===== src/rtl/oam_dma.sv =====
// Sprite-memory DMA engine. A CPU write of a page number to TRIGGER_ADDR
// halts the CPU and copies the 256 bytes of that page, one read/write pair
// at a time, to the fixed DEST_ADDR port. Reads always start on an even
// (parity 0) cycle, so one ALIGN cycle is added when needed.
//
// state | meaning
// ------+---------------------------------------------------------------
// IDLE  | bus released, CPU running, waiting for a trigger write
// HALT  | CPU stopped; chooses READ or ALIGN from the cycle parity
// ALIGN | one wait cycle so the following READ lands on parity 0
// READ  | drive source address {page, idx}; byte captured at end of cycle
// WRITE | drive DEST_ADDR with the captured byte; advance idx

module oam_dma #(
    parameter logic [15:0] TRIGGER_ADDR = 16'h4014,
    parameter logic [15:0] DEST_ADDR    = 16'h2004
) (
    input  logic        clk,
    input  logic        reset,
    input  logic [15:0] cpu_addr,
    input  logic [7:0]  cpu_din,
    input  logic        cpu_we,
    input  logic [7:0]  dma_din,
    output logic        rdy,
    output logic        dma_busy,
    output logic [15:0] dma_addr,
    output logic        dma_we,
    output logic [7:0]  dma_dout
);

    typedef enum logic [2:0] {
        IDLE  = 3'd0,
        HALT  = 3'd1,
        ALIGN = 3'd2,
        READ  = 3'd3,
        WRITE = 3'd4
    } state_t;

    state_t      state, state_n;
    logic        parity;
    logic [7:0]  page, page_n;
    logic [7:0]  idx, idx_n;
    logic [7:0]  data_q, data_n;
    logic        rdy_n;
    logic        busy_n;
    logic [15:0] addr_n;
    logic        we_n;
    logic [7:0]  dout_n;

    // Free-running even/odd cycle marker used to align the first READ.
    always_ff @(posedge clk or posedge reset) begin
        if (reset) begin
            parity <= 1'b0;
        end else begin
            parity <= ~parity;
        end
    end

    // State, transfer bookkeeping and registered bus outputs.
    always_ff @(posedge clk or posedge reset) begin
        if (reset) begin
            state    <= IDLE;
            page     <= 8'h00;
            idx      <= 8'h00;
            data_q   <= 8'h00;
            rdy      <= 1'b1;
            dma_busy <= 1'b0;
            dma_addr <= 16'h0000;
            dma_we   <= 1'b0;
            dma_dout <= 8'h00;
        end else begin
            state    <= state_n;
            page     <= page_n;
            idx      <= idx_n;
            data_q   <= data_n;
            rdy      <= rdy_n;
            dma_busy <= busy_n;
            dma_addr <= addr_n;
            dma_we   <= we_n;
            dma_dout <= dout_n;
        end
    end

    // Next-state logic; outputs are decoded from the next state so that the
    // output registers always describe the state currently being occupied.
    always_comb begin
        state_n = state;
        page_n  = page;
        idx_n   = idx;
        data_n  = data_q;

        unique case (state)
            IDLE: begin
                if (cpu_we && (cpu_addr == TRIGGER_ADDR)) begin
                    page_n  = cpu_din;
                    idx_n   = 8'h00;
                    state_n = HALT;
                end
            end
            HALT: begin
                // Parity flips at this edge: odd now means even in the next cycle.
                state_n = parity ? READ : ALIGN;
            end
            ALIGN: begin
                state_n = READ;
            end
            READ: begin
                data_n  = dma_din;
                state_n = WRITE;
            end
            WRITE: begin
                idx_n   = idx + 8'd1;
                state_n = (idx == 8'hFF) ? IDLE : READ;
            end
            default: begin
                state_n = IDLE;
            end
        endcase

        rdy_n  = (state_n == IDLE);
        busy_n = (state_n != IDLE);
        we_n   = (state_n == WRITE);
        addr_n = 16'h0000;
        dout_n = dma_dout;
        if (state_n == READ) begin
            addr_n = {page_n, idx_n};
        end else if (state_n == WRITE) begin
            addr_n = DEST_ADDR;
            dout_n = data_n;
        end
    end

endmodule


===== config.mk =====
export PLATFORM = sky130hd
export DESIGN_NAME = oam_dma
export DESIGN_NICKNAME = d
export VERILOG_FILES = /design/src/rtl/oam_dma.sv
export SDC_FILE = /design/constraint.sdc
export NUM_CORES = 1
export LEC_CHECK = 0
export BUFFER_PORTS_ARGS = -buffer_cell sky130_fd_sc_hd__buf_2
export CAP_MARGIN = 5
export CORE_ASPECT_RATIO = 1.4
export CORE_MARGIN = 2
export CORE_UTILIZATION = 49
export DETAILED_ROUTE_END_ITERATION = 16
export PLACE_DENSITY = 0.78
export SKIP_LAST_GASP = 1
export SLEW_MARGIN = 25
export SYNTH_ARGS = -nofsm -noshare
export SYNTH_HDL_FRONTEND = slang
export SYNTH_SLANG_ARGS = --single-unit

===== constraint.sdc =====
create_clock -name clk -period 2.1 [get_ports clk]
set_input_delay 0.63 -clock clk [delete_from_list [all_inputs] [get_ports clk]]
set_output_delay 0.63 -clock clk [all_outputs]
set_load 0.05 [all_outputs]

==> results.sh <==
export IMPL_ant_nets=0
export IMPL_r2r_start="idx[0]"
export IMPL_worstPathRequired_ns=2.29
export IMPL_final_nets=278
export IMPL_drc=0
export IMPL_fin_skew_ns=0.008059
export IMPL_gp_congestion=0.8344
export IMPL_drive_gt1_share_pct=40.33
export IMPL_worstPathMaxFanout=10
export IMPL_p_leak_nw=1.331
export IMPL_multi_input_area_sq_um=694.4
export IMPL_yosysTopAreaCell="dfrtp_1"
export IMPL_period_share_pct=91.08
export IMPL_grt_max_degree=48
export IMPL_path_clk_slew_ns=0.08
export IMPL_portBuffers=61
export IMPL_ctsLongestPathBuffers=2
export IMPL_status="completed"
export IMPL_root_buffer="clkbuf_8"
export IMPL_endpoint_kind="flip-flop"
export IMPL_tns_ns=0
export IMPL_yosysUniqueCellTypes=37
export IMPL_syn_inst=170
export IMPL_synth_async_sr_flop_share_pct=100.0
export IMPL_cts_buffers=5
export IMPL_wl_mm=3.673
export IMPL_syn_to_final_growth_pct=27.83
export IMPL_hold_buffers=0
export IMPL_grt_pass1_wl_mm=6.389
export IMPL_grt_pass1_vias=1520
export IMPL_syn_avg_cell_area_sq_um=11.27
export IMPL_synth_most_common_cell="dfrtp_1"
export IMPL_firstDrtPassIters=4
export IMPL_place_hpwl_mm=2.615
export IMPL_power_density_nw_per_um2=1261
export IMPL_setup_viol=0
export IMPL_htree_levels=2
export IMPL_first_iter_violations=52
export IMPL_maxSlewHeadroom_pct=62.06
export IMPL_final_area_sq_um=2449
export IMPL_core_area_sq_um=3709
export IMPL_n_antenna_cell=0
export IMPL_yosys_top_cells_count="dfrtp_1, nand2_1, nor2_1"
export IMPL_cts_tree="yes"
export IMPL_timing_critical_path_from="cpu_addr[0]"
export IMPL_synth_cell_area_sq_um=1916
export IMPL_num_rows=26
export IMPL_die_x_um=56.85
export IMPL_cp_start_kind="primary input"
export IMPL_path_class="in2reg"
export IMPL_worst_ep_arrival_time_ns=2.11
export IMPL_grt_total_usage_pct=18.47
export IMPL_routed_via_count=1459
export IMPL_die_area_sq_um=4433
export IMPL_finalHoldViolCount=0
export IMPL_hp_start="parity"
export IMPL_vias_per_cell=5.119
export IMPL_grt_overflow=0
export IMPL_clk_latency_ns=0.30
export IMPL_report_final_slew_viol_count=0
export IMPL_synth_top_cell_area_share_pct=60.09
export IMPL_synth_flop_cell="dfrtp_1"
export IMPL_ys_seq_area_share_pct=61.46
export IMPL_worstMarginPinSlew_ns=0.5691
export IMPL_synth_seq_cells=47
export IMPL_start_util_pct=51.65
export IMPL_hold_ws_ns=0.4257
export IMPL_dpl_instance_area_sq_um=2325
export IMPL_area_sequential_sq_um=1177
export IMPL_ys_top_cells_by_area="dfrtp_1, nand2_1, mux2_4"
export IMPL_final_setup_worst_slack_ns=0.1873
export IMPL_routedWlPerCell_um=12.89
export IMPL_fill_cells=317
export IMPL_synth_edf_count=0
export IMPL_ir_worst_vdd_mv=1.057
export IMPL_final_util_pct=66.03
export IMPL_io_pins=62
export IMPL_drv_cap=0
export IMPL_cts_num_sinks=47
export IMPL_min_path_type="reg2reg"
export IMPL_rsz0062_at_grt="no"
export IMPL_syn_nets=206
export IMPL_yosysWarnings=0
export IMPL_die_h_um=77.98
export IMPL_layout_min_cycle_time_ns=1.913
export IMPL_max_freq_mhz=522.8
export IMPL_antenna_found_initial=0
export IMPL_dp_slack_ns=-0.1415
==> routing by layer <==
layer	track usage [%]	routed length, um	vias to the layer above
li1	-	-	714
met1	20.73	1438	693
met2	33.14	1969	45
met3	3.667	201	7
met4	8.372	64	0
met5	0	0	-
==> what timing repair did <==
item                                    4_1_cts  5_1_grt
endpoints found under the setup margin        0        1
gates resized for setup                       0        1
buffers inserted                              0        0
==> per-stage QoR <==
stage / std cells / power, mW
after floorplan: 170 / 2.080
after global placement: 277 / 2.415
after detailed placement: 277 / 2.436
after CTS: 285 / 3.106
after global routing: 285 / 3.270
final: 285 / 3.087
==> area by class of cell <==
type / count / share of cell area [%]
clock inverters: 2 / 1.431
multi-input cells: 110 / 28.36
repair buffers: 71 / 15.53
flip-flops and latches: 47 / 48.08
inverters: 7 / 1.073
well taps: 42 / 2.146
clock buffers: 6 / 3.373
==> critical path, stage by stage <==
cell	delay, ns
buf_2	0.11
nor4_4	0.28
nand4b_2	0.14
or3_4	0.48
mux2_4	0.33
nor2b_1	0.13
==> cells in the final DEF, fill, tap and decap left out, types with 2 or more instances in the layout <==
master    count
nor2_1       12
or3_1         3
nand2_1      37
nor4b_2       2
mux2_2        2
o21a_1        2
mux2_4        5
buf_4        10
o21ai_0       6
nor3_1        2
nand4_1       2
inv_1         5
dfrtp_1      46
a31oi_1       2
a21oi_1       3
nor2b_1      10
clkbuf_8      6
buf_2        61
o31ai_1       2
nand3_1       4
a311oi_1      2
==> path summary, 6_finish.rpt <==
kind / depth (start not counted) / end / slack (ns)
worst max-delay path: 6 / dma_addr[14] / 0.19
min in group asynchronous: 3 / dma_addr[14] / 0.46
worst min register to register: 1 / parity / 0.43
worst max register to register: 7 / dma_addr[2] / 0.19
max in group asynchronous: 3 / dma_dout[7] / 1.24
worst min-delay path: 1 / parity / 0.43
==> where the power goes <==
part           switching, mW  internal [mW]
combinational          0.874          0.343
sequential             0.112           1.09
clock                  0.286          0.385
==> flip-flops by register name (all words and copies together) (netlist names) <==
signal and flops:
dma_addr 16, dma_busy 1, idx 8, dma_dout 8, page 8, state 3
dma_we 1, rdy 1, parity 1
==> kinds of logic (layout without fill, tap and decap cells) <==
logic type | after synthesis | after routing | synth area share, %
flip-flops | 47 | 47 | 61.46
multiplexers | 8 | 8 | 5.617
adder cells (fa/ha/maj) | 1 | 1 | 0.6531
XOR/XNOR | 1 | 1 | 0.4573
buffers and inverters | 13 | 86 | 3.070
AO/OA/AOI/OAI | 21 | 21 | 7.315
AND/OR/NAND/NOR | 79 | 79 | 21.42
Power figures use the tool's default switching activity.
